[config.mk]
export PLATFORM = sky130hd
export DESIGN_NAME = img_frame_sequencer
export DESIGN_NICKNAME = d
export VERILOG_FILES = /design/src/rtl/img_pkg.sv /design/src/rtl/img_lat_pipe.sv /design/src/rtl/img_frame_sequencer.sv
export SDC_FILE = /design/constraint.sdc
export NUM_CORES = 1
export LEC_CHECK = 0
export CORE_MARGIN = 4
export CORE_UTILIZATION = 40
export CTS_CLUSTER_SIZE = 20
export DETAILED_ROUTE_END_ITERATION = 10
export PLACE_DENSITY = 0.78
export SLEW_MARGIN = 20
export SYNTH_ARGS = -nofsm -noshare
export SYNTH_HDL_FRONTEND = slang
export SYNTH_SLANG_ARGS = --single-unit
export TNS_END_PERCENT = 50
[constraint.sdc]
create_clock -name clk -period 5 [get_ports clk]
set_clock_uncertainty 0.15 [all_clocks]
set_input_delay 0.75 -clock clk [delete_from_list [all_inputs] [get_ports clk]]
set_output_delay 0.75 -clock clk [all_outputs]
set_load 0.01 [all_outputs]
[src/rtl/img_pkg.sv]
// Shared definitions for the image frame sequencer: FSM encoding, size defaults,
// processor mode codes and the latched per-frame configuration payload.
package img_pkg;

    localparam int unsigned FRAME_SIZE_DEF = 98304;
    localparam int unsigned ADDR_W_DEF     = 17;

    localparam logic [1:0] ST_IDLE  = 2'd0;
    localparam logic [1:0] ST_RUN   = 2'd1;
    localparam logic [1:0] ST_DRAIN = 2'd2;
    localparam logic [1:0] ST_DONE  = 2'd3;

    localparam logic [1:0] MODE_BRIGHT = 2'b00;
    localparam logic [1:0] MODE_THRESH = 2'b01;
    localparam logic [1:0] MODE_INVERT = 2'b10;
    localparam logic [1:0] MODE_PASS   = 2'b11;

    typedef struct packed {
        logic [7:0] value;
        logic [7:0] threshold;
        logic [1:0] mode;
    } cfg_t;

    // Cycles from a source read to the matching result write.
    function automatic int unsigned total_lat(int unsigned src_lat, int unsigned proc_lat);
        return src_lat + proc_lat + 1;
    endfunction

endpackage

[src/rtl/img_lat_pipe.sv]
// Fixed-depth delay line with synchronous flush; carries a valid tag (and any
// payload) alongside data travelling through a fixed-latency datapath.
module img_lat_pipe #(
    parameter int unsigned DEPTH = 1,
    parameter int unsigned WIDTH = 1
) (
    input  logic             clk,
    input  logic             rst,
    input  logic             flush,
    input  logic [WIDTH-1:0] d,
    output logic [WIDTH-1:0] q
);

    logic [WIDTH-1:0] stage [DEPTH];

    always_ff @(posedge clk or posedge rst) begin
        if (rst) begin
            for (int i = 0; i < int'(DEPTH); i++) stage[i] <= '0;
        end else if (flush) begin
            for (int i = 0; i < int'(DEPTH); i++) stage[i] <= '0;
        end else begin
            stage[0] <= d;
            for (int i = 1; i < int'(DEPTH); i++) stage[i] <= stage[i-1];
        end
    end

    assign q = stage[DEPTH-1];

endmodule

[src/rtl/img_frame_sequencer.sv]
// Streams one frame from source memory through an external pixel processor into
// result memory, matching processor/memory latency with a valid/address pipe.
module img_frame_sequencer
    import img_pkg::*;
#(
    parameter int unsigned FRAME_SIZE = FRAME_SIZE_DEF,
    parameter int unsigned ADDR_W     = ADDR_W_DEF,
    parameter int unsigned SRC_LAT    = 1,
    parameter int unsigned PROC_LAT   = 0
) (
    input  logic              clk,
    input  logic              rst,
    input  logic              start,
    input  logic [7:0]        cfg_value,
    input  logic [7:0]        cfg_threshold,
    input  logic [1:0]        cfg_mode,
    input  logic              abort,
    output logic              src_rd_en,
    output logic [ADDR_W-1:0] src_addr,
    input  logic [7:0]        src_data,
    output logic [7:0]        proc_ip,
    output logic [7:0]        proc_value,
    output logic [7:0]        proc_threshold,
    output logic [1:0]        proc_s,
    input  logic [7:0]        proc_op,
    output logic              dst_wr_en,
    output logic [ADDR_W-1:0] dst_addr,
    output logic [7:0]        dst_data,
    output logic              busy,
    output logic              done,
    output logic [ADDR_W-1:0] pix_cnt
);

    localparam int unsigned       LAT       = total_lat(SRC_LAT, PROC_LAT);
    localparam logic [ADDR_W-1:0] LAST_ADDR = ADDR_W'(FRAME_SIZE - 1);

    logic [1:0]        state, state_nxt;
    cfg_t              cfg_q, cfg_nxt;
    logic              busy_nxt, done_nxt, rd_en_nxt;
    logic [ADDR_W-1:0] rd_addr_nxt, pix_nxt;
    logic              flush;
    logic              rd_valid;
    logic [ADDR_W:0]   wr_tag;

    // Abort discards everything still in flight, including pending source returns.
    assign flush = abort && (state == ST_RUN || state == ST_DRAIN);

    always_comb begin
        state_nxt   = state;
        busy_nxt    = busy;
        done_nxt    = 1'b0;
        rd_en_nxt   = src_rd_en;
        rd_addr_nxt = src_addr;
        cfg_nxt     = cfg_q;
        pix_nxt     = dst_wr_en ? pix_cnt + ADDR_W'(1) : pix_cnt;
        case (state)
            ST_IDLE: begin
                if (start && !abort) begin
                    state_nxt   = ST_RUN;
                    busy_nxt    = 1'b1;
                    rd_en_nxt   = 1'b1;
                    rd_addr_nxt = '0;
                    pix_nxt     = '0;
                    cfg_nxt     = '{value: cfg_value, threshold: cfg_threshold, mode: cfg_mode};
                end
            end
            ST_RUN: begin
                if (abort) begin
                    state_nxt = ST_IDLE;
                    busy_nxt  = 1'b0;
                    rd_en_nxt = 1'b0;
                end else if (src_addr == LAST_ADDR) begin
                    state_nxt = ST_DRAIN;
                    rd_en_nxt = 1'b0;
                end else begin
                    rd_addr_nxt = src_addr + ADDR_W'(1);
                end
            end
            ST_DRAIN: begin
                if (abort) begin
                    state_nxt = ST_IDLE;
                    busy_nxt  = 1'b0;
                end else if (dst_wr_en && dst_addr == LAST_ADDR) begin
                    state_nxt = ST_DONE;
                    busy_nxt  = 1'b0;
                    done_nxt  = 1'b1;
                end
            end
            ST_DONE: begin
                state_nxt = ST_IDLE;
            end
            default: begin
                state_nxt = ST_IDLE;
                busy_nxt  = 1'b0;
                rd_en_nxt = 1'b0;
            end
        endcase
    end

    always_ff @(posedge clk or posedge rst) begin
        if (rst) begin
            state     <= ST_IDLE;
            busy      <= 1'b0;
            done      <= 1'b0;
            src_rd_en <= 1'b0;
            src_addr  <= '0;
            pix_cnt   <= '0;
            cfg_q     <= '0;
        end else begin
            state     <= state_nxt;
            busy      <= busy_nxt;
            done      <= done_nxt;
            src_rd_en <= rd_en_nxt;
            src_addr  <= rd_addr_nxt;
            pix_cnt   <= pix_nxt;
            cfg_q     <= cfg_nxt;
        end
    end

    // Source data lands on the edge that closes its return cycle; otherwise hold.
    always_ff @(posedge clk or posedge rst) begin
        if (rst) begin
            proc_ip <= '0;
        end else if (rd_valid && !flush) begin
            proc_ip <= src_data;
        end
    end

    assign proc_value     = cfg_q.value;
    assign proc_threshold = cfg_q.threshold;
    assign proc_s         = cfg_q.mode;

    img_lat_pipe #(
        .DEPTH (SRC_LAT),
        .WIDTH (1)
    ) u_src_pipe (
        .clk   (clk),
        .rst   (rst),
        .flush (flush),
        .d     (src_rd_en),
        .q     (rd_valid)
    );

    img_lat_pipe #(
        .DEPTH (LAT),
        .WIDTH (ADDR_W + 1)
    ) u_wr_pipe (
        .clk   (clk),
        .rst   (rst),
        .flush (flush),
        .d     ({src_rd_en, src_addr}),
        .q     (wr_tag)
    );

    assign dst_wr_en = wr_tag[ADDR_W];
    assign dst_addr  = wr_tag[ADDR_W-1:0];
    // The processor result is only valid in the write cycle, so it is forwarded
    // straight through and forced to zero whenever no write is issued.
    assign dst_data  = dst_wr_en ? proc_op : 8'd0;

endmodule

* After elaboration in Yosys (flattened, before gate mapping)
Index checks and enable logic that the tools add are counted.
** Word-level totals
- Flip-flop bits (word level) :: 102
- Output and inout port bits :: 89
** Operators by class
- Add/subtract/negate cells :: 2
- Eq/ne operators :: 11
- Mux-type cells :: 27
- Reductions and logical operators :: 15
** Operators by type and width (number)
- $mux 17 :: 6
- $mux 36 :: 1
- $add 17x1->17 const B :: 2
- $eq 17x17->1 const B :: 2
- $pmux 17 s2 :: 1
- $mux 1 :: 10
- $mux 2 :: 5
- $mux 8 :: 1
- $ne 2x2->1 const B :: 4
- $pmux 2 s4 :: 1
- $reduce_and 4->1 :: 2
- $ne 3x2->1 const B :: 2
- $reduce_and 3->1 :: 2
- $eq 2x2->1 const B :: 2
- $logic_and 1x1->1 :: 4
- $pmux 1 s3 :: 1
- $reduce_bool 3->1 :: 1
- $eq 2x1->1 const B :: 1
- $logic_not 1->1 :: 2
- $logic_not 2->1 :: 1
- $pmux 1 s2 :: 1
- $reduce_and 2->1 :: 1
- $reduce_bool 2->1 :: 1
- $logic_or 1x1->1 :: 1

* Logic depth before layout (Yosys ltp)
Gate-level depths: netlist of run 1.
- Depth after elaboration :: 5
- Mapped depth :: 7
- Depth with buffers taken out :: 7

* By module
From an unflattened synthesis of run 1, not the netlist that was laid out.
** Unflattened totals
- Cell total of the unflattened synthesis :: 440
- Area total of the unflattened synthesis :: 4636.9 sq um
** Modules (own cells, without submodules)
- img_frame_sequencer :: times used 1, cells each 343, area each 3280.6 sq um
- img_lat_pipe (u_wr_pipe) :: times used 1, cells each 94, area each 1313.8 sq um
- img_lat_pipe (u_src_pipe) :: times used 1, cells each 3, area each 42.5 sq um

* Worst setup path after synthesis of run 1
OpenSTA, ideal clock, no wires.
- Path kind :: in2reg
- Start point :: input port abort
- End point :: register cfg_q (netlist bit proc_threshold[0])
- Library setup time :: 125 ps
- Data arrival time :: 1890 ps
- Path slack :: 2835 ps
- Cell stages on the path :: 6
- Buffers on the path :: 3
- Cells stage by stage :: buf_2 -> inv_1 -> and3_1 -> buf_2 -> buf_2 -> mux2_2
** Between the ends
- Cells in the longest elaborated chain, start to end :: 3
** RTL lines
- start: declaration :: RTL line img_frame_sequencer.sv:17 : input logic abort,
- $logic_not 1->1 :: RTL line img_frame_sequencer.sv:58 : if (start && !abort) begin
- $logic_and 1x1->1 :: RTL line img_frame_sequencer.sv:58
- $reduce_and 2->1 (no source line)
- end signal: assignment :: RTL line img_frame_sequencer.sv:116 : cfg_q <= cfg_nxt;
- end: declaration :: RTL line img_frame_sequencer.sv:38 : cfg_t cfg_q, cfg_nxt;
Every way passes these cells.
A chain may end at the register's enable or synchronous reset.

* Worst setup path after layout of run 1
- Start point :: input port proc_op[2]
- End point :: output port dst_data[2]
** Between the ends
- Cells in the longest elaborated chain, start to end :: 1
** RTL lines
- start: declaration :: RTL line img_frame_sequencer.sv:25 : input logic [7:0] proc_op,
- $mux 8 :: RTL line img_frame_sequencer.sv:159 : assign dst_data = dst_wr_en ? proc_op : 8'd0;
- end: declaration :: RTL line img_frame_sequencer.sv:28 : output logic [7:0] dst_data,
Every way passes these cells.

==> summary.md, run 1 <==
| Metric | Value |
|---|---|
| CTS buffer count | 9 |
| Post-synthesis cell type count | 50 |
| Post-CTS Setup Inserts | 0 |
| Max Transition Viols Final | 0 |
| Hold endpoint | u_wr_pipe.q[8]$_DFF_PP0_ |
| Fillers | around 900 |
| Synth Cell Area | around 4500 sq um |
| Initial DRC count | 191 |
| DRC | 0 |
| CTS H-tree depth | 3 |
| Sequential-to-total area share from yosys stat | 0.562 |
| Design Area, Final | between 6000 and 7000 sq um |
| Syn Nets | around 440 |
| DPL Wire Length | a little over 7000 um |
| Clk slew on worst S/H paths | ~0.070 ns |
| Slowest cell delay on critical path | approximately 0.55 ns |
| Fraction of final layout cells sized beyond drive strength 1 | 0.118 |
| Area growth, synth to finish | 34.2% |
| Total number of vias | 3,188 |
| Async set-reset flop share out of synthesis | 1.00 |
| Crit end category | primary output |
| Reg-to-Reg Start | state[1]$_DFFE_PP0P_ |
| CTS Hold Bufs | 0 |
| Antenna cells | 0 |
| Worst Hold Depth | 1 |
| Syn avg cell area | 11.5 sq um |
| Initial antenna violation count | 0 |
| Pwr dens | ~460 nW/um^2 |
| Fmax | around 360 MHz |
| # rows | 38 |
| Die W | roughly 110 um |
| DR WL/cell | ~15 um |
| CTS Root Cell | clkbuf_16 |
| Die footprint | 13,000 sq um |
| Startpoint Class | primary input |
| Die Ht | 114 um |
| Hold path startpoint | u_wr_pipe.stage[26]$_DFF_PP0_ |
| Core area | around 11,000 sq um |
| Setup_tns | 0 ns |
| Leak pwr | between 0.002 and 0.003 uW |
| First-pass GRT wire length | ~16,000 um |
| Crit-path slowest cell | clkdlybuf4s50_1 |
| Post-synth top flop | dfrtp_1 |
| Flop2flop setup slack | ~2.3 ns |
| ANT nets after route | 0 |
| RSZ-0062 raised after global routing | false |
| Largest net degree at the start of global routing | 80 |
| Crit path DAT | 1.87 ns |
| Required @ worst endpoint | approximately 4.1 ns |
| Crit-path most repeated cell | clkdlybuf4s50_1 |
| Status | finished, final reports clean |
| Tot Pwr | ~2800 uW |
| Post-synthesis register bit count | slightly above 100 |
| Crit-path leading delay family | buffers and inverters |
| Drt first pass iters | 6 |
| Initial Util | 0.411 |
| Headroom to the max-slew limit | 0.378 |
| Vias in the first global route | about 3,200 |
| Most frequent cells in the layout | 126 x clkdlybuf4s50_1, 101 x dfrtp_1, 40 x and2_1 |
| Clk sinks | just over 100 |
| Cells after Synth | 390 |
| Crit-path cells | clkdlybuf4s50_1 > and2_1 > clkdlybuf4s50_1 |
| Tcrit/Tclk final | 0.553 |
| # nets final | ~540 |
| Clock latency on the worst-skew pair | around 0.33 ns |
| Final worst path period need | around 2.8 ns |
| Worst-margin pin slew | just over 0.9 ns |
| CTS tree | done |
| # setup viols final | 0 |
| Type of the worst min-delay path | reg -> reg |
| Maximum clock insertion buffer count | 2 |
| Final Hold Viols | 0 |
| Worst R2R End | src_addr[5]$_DFFE_PP0P_ |
| Post-synth EDFFs | 0 |
| Buffers on Ports | roughly 130 |
| Vias per inst | slightly below 5 |
| Max-cap viol count | 0 |
| Grt total ovfl | 0 |
| Crit-path max FO | 1 |
| Final WL | about 9600 um |
| Post-CTS Resized | 0 |
| Reg2Reg Depth | 7 |
| CP Class | in -> out |
| GRT Overall Usage | 0.152 |
| Worst vdd ir | ~0.24 mV |
| RePlAce Congestion | 0.809 |
| Buffer and inverter count on the worst path | 2 |
| Synth Warn # | 0 |
| Top-level I/O count | between 100 and 150 |
| Placement-stage cell area | about 5700 sq um |
| Most common cell after layout, fill and taps aside | clkdlybuf4s50_1 |
power by group:
part	internal [uW]	leakage (uW)	switching, uW
registers	1010	0.00132	144
logic	554	0.00111	421
clock network	385	0.000141	287
total	1950	0.00257	852
through the flow:
stage               hold slack [ns]  instances  setup WS (ns)  utilization
floorplan                     0.278        390           1.45            -
global placement              0.285        627           2.01        0.526
detailed placement            0.282        627           1.91        0.526
CTS                           0.301        642           2.22        0.552
global route                  0.312        642           2.04        0.552
finish                        0.298        642           2.23        0.552
how the worst max path moves through the flow:
stage                              to  slack (ns)  cells past startpoint  startpoint
2_1_floorplan        busy$_DFFE_PP0P_        1.45                      1         rst
3_3_place_gp   proc_ip[7]$_DFFE_PP0P_        2.01                      4       abort
3_5_place_dp   proc_ip[7]$_DFFE_PP0P_        1.91                      4       abort
4_1_cts                   dst_data[2]        2.22                      3  proc_op[2]
5_1_grt        proc_ip[7]$_DFFE_PP0P_        2.04                      4       abort
6_report                  dst_data[2]        2.23                      3  proc_op[2]
Yosys cell counts (5+ instances only):
cell type / instances / area share
a21oi_1: 14 / 0.016
and2_1: 40 / 0.056
buf_2: 7 / 0.0078
buf_4: 19 / 0.032
dfrtp_1: 101 / 0.56
ha_1: 7 / 0.019
inv_1: 10 / 0.0083
mux2_2: 27 / 0.068
mux2i_1: 5 / 0.011
nand2_1: 20 / 0.017
nand3_1: 14 / 0.016
nand4_1: 14 / 0.019
nor2_1: 27 / 0.023
o21ai_0: 12 / 0.013
o31ai_1: 6 / 0.010
xor2_1: 12 / 0.023
registers in the layout (all words and copies together) (netlist names):
signal           cells
proc_s               2
u_wr_pipe.stage     17
pix_cnt             17
done                 1
src_addr            17
proc_threshold       8
u_wr_pipe.q         18
proc_value           8
busy                 1
u_src_pipe.q         1
proc_ip              8
src_rd_en            1
state                2
area by class of cell:
| type | count | area, sq um | area share |
|---|---|---|---|
| Clock buffer | 9 | 225 | 0.0373 |
| Clock inverter | 6 | 65.1 | 0.0108 |
| Inverter | 10 | 40.0 | 0.00663 |
| Multi-Input combinational cell | 248 | 1730 | 0.286 |
| Sequential cell | 101 | 2530 | 0.419 |
| Tap cell | 140 | 175 | 0.0290 |
| Timing Repair Buffer | 128 | 1280 | 0.211 |
logic make-up after synthesis:
family | synth area share
muxes | 0.0787
AOI/OAI and AO/OA | 0.0773
buffers and inverters | 0.0537
xor gates and xnor gates | 0.0292
and+or+nand+nor | 0.180
adders and majority gates | 0.0195
DFF | 0.562
metal layers:
layer  global-route usage  part of all wire  vias to the layer above
li1                     -                 -                     1554
met1                0.205              0.44                     1540
met2                0.252              0.49                       84
met3               0.0334             0.057                       10
met4               0.0380            0.0089                        0
met5                    0                 0                        -
Note: power is estimated with default switching activity, not from simulation.
==> run 2: changes to the inputs <==
==> constraint.sdc (replaced) <==
create_clock -name clk -period 2.6 [get_ports clk]
set_clock_uncertainty 0.15 [all_clocks]
set_input_delay 0.39 -clock clk [delete_from_list [all_inputs] [get_ports clk]]
set_output_delay 0.39 -clock clk [all_outputs]
set_load 0.01 [all_outputs]
==> run 2 against run 1 <==
Effect of this change:
- total power up 95%
- hold slack worse by 0.069 ns
- first-iteration DRC count up 6.3%
- utilization up 0.63 points
- sequential power up 90%
- via count up 1.7%
- largest power group unchanged
- sequential share of layout area down 0.47 points
- global-route usage up 0.29 points
==> summary.md, run 2 (synthesis results as in run 1) <==
| Metric | Value |
|---|---|
| CTS buffer count | 9 |
| # rows | 38 |
| Reg2Reg Depth | 7 |
| Status | finished, final reports clean |
| Final Hold Viols | 0 |
| Largest net degree at the start of global routing | 63 |
| Startpoint Class | register |
| Final worst path period need | about 2.1 ns |
| Die W | between 100 and 150 um |
| Max Transition Viols Final | 0 |
| Post-CTS Setup Inserts | 0 |
| Tot Pwr | ~5500 uW |
| RSZ-0062 raised after global routing | false |
| Grt total ovfl | 0 |
| CTS H-tree depth | 3 |
| Die Ht | 114 um |
| DR WL/cell | approximately 15 um |
| Vias per inst | 5.00 |
| GRT Overall Usage | 0.155 |
| RePlAce Congestion | 0.863 |
| Flop2flop setup slack | roughly 0.51 ns |
| Total number of vias | 3,242 |
| Clock latency on the worst-skew pair | about 0.33 ns |
| Crit path DAT | between 1.5 and 2 ns |
| Worst-margin pin slew | approximately 0.52 ns |
| Most common cell after layout, fill and taps aside | clkdlybuf4s50_1 |
| Placed insts | roughly 630 |
| Initial DRC count | ~200 |
| Setup_tns | 0 ns |
| Antenna cells | 0 |
| Post-CTS Resized | 0 |
| Area growth, synth to finish | 35.8% |
| Initial antenna violation count | 0 |
| Worst vdd ir | 0.450 mV |
| Met3 Usage GRT | 0.0424 |
| Clk sinks | ~100 |
| Crit end category | primary output |
| Vias in the first global route | approximately 3,200 |
| Required @ worst endpoint | roughly 2 ns |
| Worst R2R End | state[1]$_DFFE_PP0P_ |
| Fraction of final layout cells sized beyond drive strength 1 | 0.122 |
| GR Util met1 | 0.202 |
| Type of the worst min-delay path | in -> async |
| Final cell count without fillers | 648 |
| CP Class | reg -> out |
| CTS tree | done |
| DRC | 0 |
| Crit-path max FO | 15 |
| Headroom to the max-slew limit | 0.650 |
| First-pass GRT wire length | ~16,000 um |
| Reg-to-Reg Start | state[1]$_DFFE_PP0P_ |
| Max-cap viol count | 0 |
| Buffers on Ports | about 130 |
| CTS Root Cell | clkbuf_16 |
| Die footprint | 13,000 sq um |
| Tcrit/Tclk final | 0.817 |
| Core area | 10,900 sq um |
| ANT nets after route | 0 |
| Crit-path slowest cell | clkdlybuf4s50_1 |
| Most frequent cells in the layout | 126 x clkdlybuf4s50_1, 101 x dfrtp_1, 40 x and2_1 |
| Fmax | about 470 MHz |
| # nets final | 548 |
| GRT Max-Usage Layer | met2 |
| Crit-path cells | buf_4 > and2_1 > clkdlybuf4s50_1 |
| Leak pwr | around 0.0026 uW |
| Met2 Track Usage GR | 0.262 |
| Final WL | approximately 10,000 um |
| Pwr dens | between 800 and 900 nW/um^2 |
| Slowest cell delay on critical path | ~0.54 ns |
| DPL Wire Length | ~7500 um |
| Max reg flops | 18 |
| Top-level I/O count | roughly 130 |
| Clk slew on worst S/H paths | 0.07 ns |
| Maximum clock insertion buffer count | 2 |
| CTS Hold Bufs | 0 |
| Drt first pass iters | 4 |
| # setup viols final | 0 |
| Initial Util | 0.411 |
## run 2: cell count changes in the layout (fill, tap and decap cells not counted), sizes merged
cell	change
clkinv	-4
buf	+5
inv	-1
clkbuf	+4
clkinvlp	+2
## run 2: area by class of cell
type / count / area, sq um
repair buffers: 133 / 1340
well taps: 140 / 175
multi-input cells: 248 / 1730
flip-flops and latches: 101 / 2530
fillers: 969 / 4830
inverters: 10 / 41.3
clock buffers: 13 / 250
clock inverters: 3 / 45.0
## run 2: worst max-delay path by stage
| stage | startpoint | endpoint | slack, ns | depth (start not counted) |
|---|---|---|---|---|
| global placement | abort | proc_threshold[5]$_DFFE_PP0P_ | 0.37 | 5 |
| finish | u_wr_pipe.q[17]$_DFF_PP0_ | dst_data[0] | 0.48 | 3 |
| CTS | u_wr_pipe.q[17]$_DFF_PP0_ | dst_data[0] | 0.45 | 3 |
| floorplan | state[1]$_DFFE_PP0P_ | src_addr[5]$_DFFE_PP0P_ | 0.64 | 7 |
| detailed placement | abort | proc_threshold[4]$_DFFE_PP0P_ | 0.32 | 5 |
| global route | state[1]$_DFFE_PP0P_ | state[1]$_DFFE_PP0P_ | 0.33 | 7 |
## run 2: per-layer routing
metal | wire, um | vias up
met2 | 5000 | 102
met4 | 74 | 0
met3 | 615 | 8
li1 | - | 1561
met1 | 4330 | 1571
met5 | 0 | -
## run 2: power breakdown
| group | switching, uW | internal [uW] | total, uW |
|---|---|---|---|
| combinational | 849 | 1100 | 1950 |
| sequential | 249 | 1950 | 2200 |
| clock | 548 | 774 | 1320 |
## run 2: per-stage QoR
stage,instance area [sq um],worst slack (ns),utilization,hold slack (ns)
5_1_grt,6110,0.328,0.558,0.241
6_report,6110,0.476,0.558,0.229
4_1_cts,6110,0.448,0.558,0.234
3_3_place_gp,5810,0.372,0.531,0.284
2_1_floorplan,4500,0.643,-,0.278
3_5_place_dp,5810,0.318,0.531,0.285
## run 2: critical path, delay by kind of cell, from the launching register on
kind | cells | cell delay, ns
AND/OR/NAND/NOR | 1 | 0.15
buffers and inverters | 2 | 0.74
flip-flops | 1 | 0.37
==> run 3: changes to the inputs <==
==> constraint.sdc (replaced) <==
create_clock -name clk -period 2.1 [get_ports clk]
set_clock_uncertainty 0.15 [all_clocks]
set_input_delay 0.315 -clock clk [delete_from_list [all_inputs] [get_ports clk]]
set_output_delay 0.315 -clock clk [all_outputs]
set_load 0.01 [all_outputs]
==> run 3 against run 2 <==
Effect of this change:
- total power increased by 29%
- die area unchanged
- clock power increased by 36%
- non-clock buffer count increased by 19
- wire length increased by 3.3%
- sequential share of layout area decreased by 1.4 points
- final area increased by 3.6%
- hold slack got worse by 0.053 ns
- setup slack got worse by 0.41 ns
- utilization increased by 2.0 points
==> summary.md, run 3 (synthesis results as in run 1) <==
| Metric | Value |
|---|---|
| Status | finished, final reports clean |
| Core area | 10,900 sq um |
| Largest net degree at the start of global routing | 32 |
| # nets final | between 500 and 600 |
| DR WL/cell | approximately 16 um |
| Vias in the first global route | about 3,500 |
| Fraction of final layout cells sized beyond drive strength 1 | 0.165 |
| Final WL | 10,300 um |
| Multi-input gate area | between 1500 and 2000 sq um |
| Most frequent cells in the layout | 125 x clkdlybuf4s50_1, 101 x dfrtp_1, 40 x and2_1 |
| Die footprint | between 10,000 and 15,000 sq um |
| Antenna cells | 0 |
| Metal-1 WL | roughly 4500 um |
| Initial Util | 0.411 |
| Final Hold Viols | 0 |
| Placement-stage cell area | 5980 sq um |
| Design Area, Final | 6330 sq um |
| DPL Wire Length | between 7000 and 8000 um |
| Maximum clock insertion buffer count | 2 |
| # setup viols final | 0 |
| Max reg flops | 18 |
| Required @ worst endpoint | 1.63 ns |
| Clk slew on worst S/H paths | ~0.070 ns |
| Post-CTS Setup Inserts | 0 |
| Total number of vias | ~3,300 |
| CTS Hold Bufs | 0 |
| Die W | 114 um |
| CP Class | reg -> out |
| FF+latch area | around 2500 sq um |
| Startpoint Class | register |
| Post-CTS Resized | 0 |
| CTS Root Cell | clkbuf_16 |
| Max Transition Viols Final | 0 |
| CTS H-tree depth | 3 |
| Met3 Wirelength | about 570 um |
| Routed wl met2 | ~5100 um |
| CTS buffer count | 9 |
| Tot Pwr | around 7000 uW |
| Worst vdd ir | ~0.60 mV |
| Hold Slack | 0.175 ns |
| Drt first pass iters | 4 |
| Fillers | between 900 and 1,000 |
| Clk sinks | just over 100 |
| Leak pwr | roughly 0.0027 uW |
| Top-level I/O count | roughly 130 |
| Area growth, synth to finish | 40.7% |
| Worst-margin pin slew | 0.519 ns |
| Most common cell after layout, fill and taps aside | clkdlybuf4s50_1 |
| Final worst path period need | around 2.0 ns |
| Setup_tns | 0 ns |
| Crit path DAT | ~1.6 ns |
| Die Ht | approximately 110 um |
| Clock latency on the worst-skew pair | between 0.3 and 0.4 ns |
| Initial DRC count | approximately 180 |
| ANT nets after route | 0 |
| RePlAce Congestion | about 0.88 |
| Max-cap viol count | 0 |
| RSZ-0062 raised after global routing | false |
| First-pass GRT wire length | around 17,000 um |
| Crit end category | primary output |
| Type of the worst min-delay path | in -> async |
| Reg2Reg Depth | 8 |
| Buffers on Ports | 126 |
| Crit-path max FO | 15 |
| # rows | 38 |
| Initial antenna violation count | 0 |
| Headroom to the max-slew limit | 0.651 |
| Fmax | 493 MHz |
| Max Used Layer | met4 |
| Pwr dens | about 1100 nW/um^2 |
| Tcrit/Tclk final | 0.966 |
| Vias per inst | ~5 |
| DRC | 0 |
| Grt total ovfl | 0 |
| CTS tree | done |
| GRT Overall Usage | 0.166 |
run 3: cell count changes in the layout (fill, tap and decap cells not counted), sizes merged:
cell	before	now
inv	9	10
clkdlybuf4s50	126	125
clkinv	0	2
dlymetal6s2s	0	1
bufinv	1	2
buf	7	26
clkbuf	13	10
clkinvlp	3	2
run 3: worst max-delay path, cell delays in order, from the launching register on:
cell and delay [ns]:
dfrtp_1 0.38, buf_6 0.17, and2_1 0.14, clkdlybuf4s50_1 0.54
run 3: path summary, 6_finish.rpt:
| check | start | end | slack, ns |
|---|---|---|---|
| worst max-delay path | u_wr_pipe.q[17]$_DFF_PP0_ | dst_data[3] | 0.07 |
| worst min-delay path | rst | u_wr_pipe.q[13]$_DFF_PP0_ | 0.18 |
| worst max register to register | state[1]$_DFFE_PP0P_ | src_addr[3]$_DFFE_PP0P_ | 0.11 |
| worst min register to register | u_wr_pipe.stage[19]$_DFF_PP0_ | u_wr_pipe.q[1]$_DFF_PP0_ | 0.30 |
| max in group asynchronous | rst | proc_threshold[1]$_DFFE_PP0P_ | 1.13 |
| min in group clk | u_wr_pipe.stage[19]$_DFF_PP0_ | u_wr_pipe.q[1]$_DFF_PP0_ | 0.30 |
run 3: metal layers:
layer	vias up	global-route usage
li1	1598	-
met1	1596	0.215
met2	112	0.276
met3	19	0.0286
met4	0	0.0697
met5	-	0
run 3: through the flow:
stage | cells | setup slack, ns | util
final | 667 | 0.0706 | 0.579
after floorplan | 390 | 0.143 | -
after CTS | 667 | 0.00972 | 0.577
after global placement | 651 | 0.108 | 0.547
after detailed placement | 651 | 0.0672 | 0.547
after global routing | 667 | 0.0103 | 0.579
run 3: report_power, final:
| part | leakage [uW] | internal [uW] | switching, uW |
|---|---|---|---|
| Clock | 0.000159 | 1080 | 720 |
| Sequential | 0.00132 | 2410 | 286 |
| Combinational | 0.00126 | 1460 | 1110 |
| Total | 0.00274 | 4960 | 2120 |
run 3: layout make-up:
type	instances	area share
multi-input combinational	248	0.275
sequential	101	0.399
timing repair buffer	152	0.239
inverter	10	0.00653
clock buffer	10	0.0378
clock inverter	6	0.0148
tap	140	0.0277
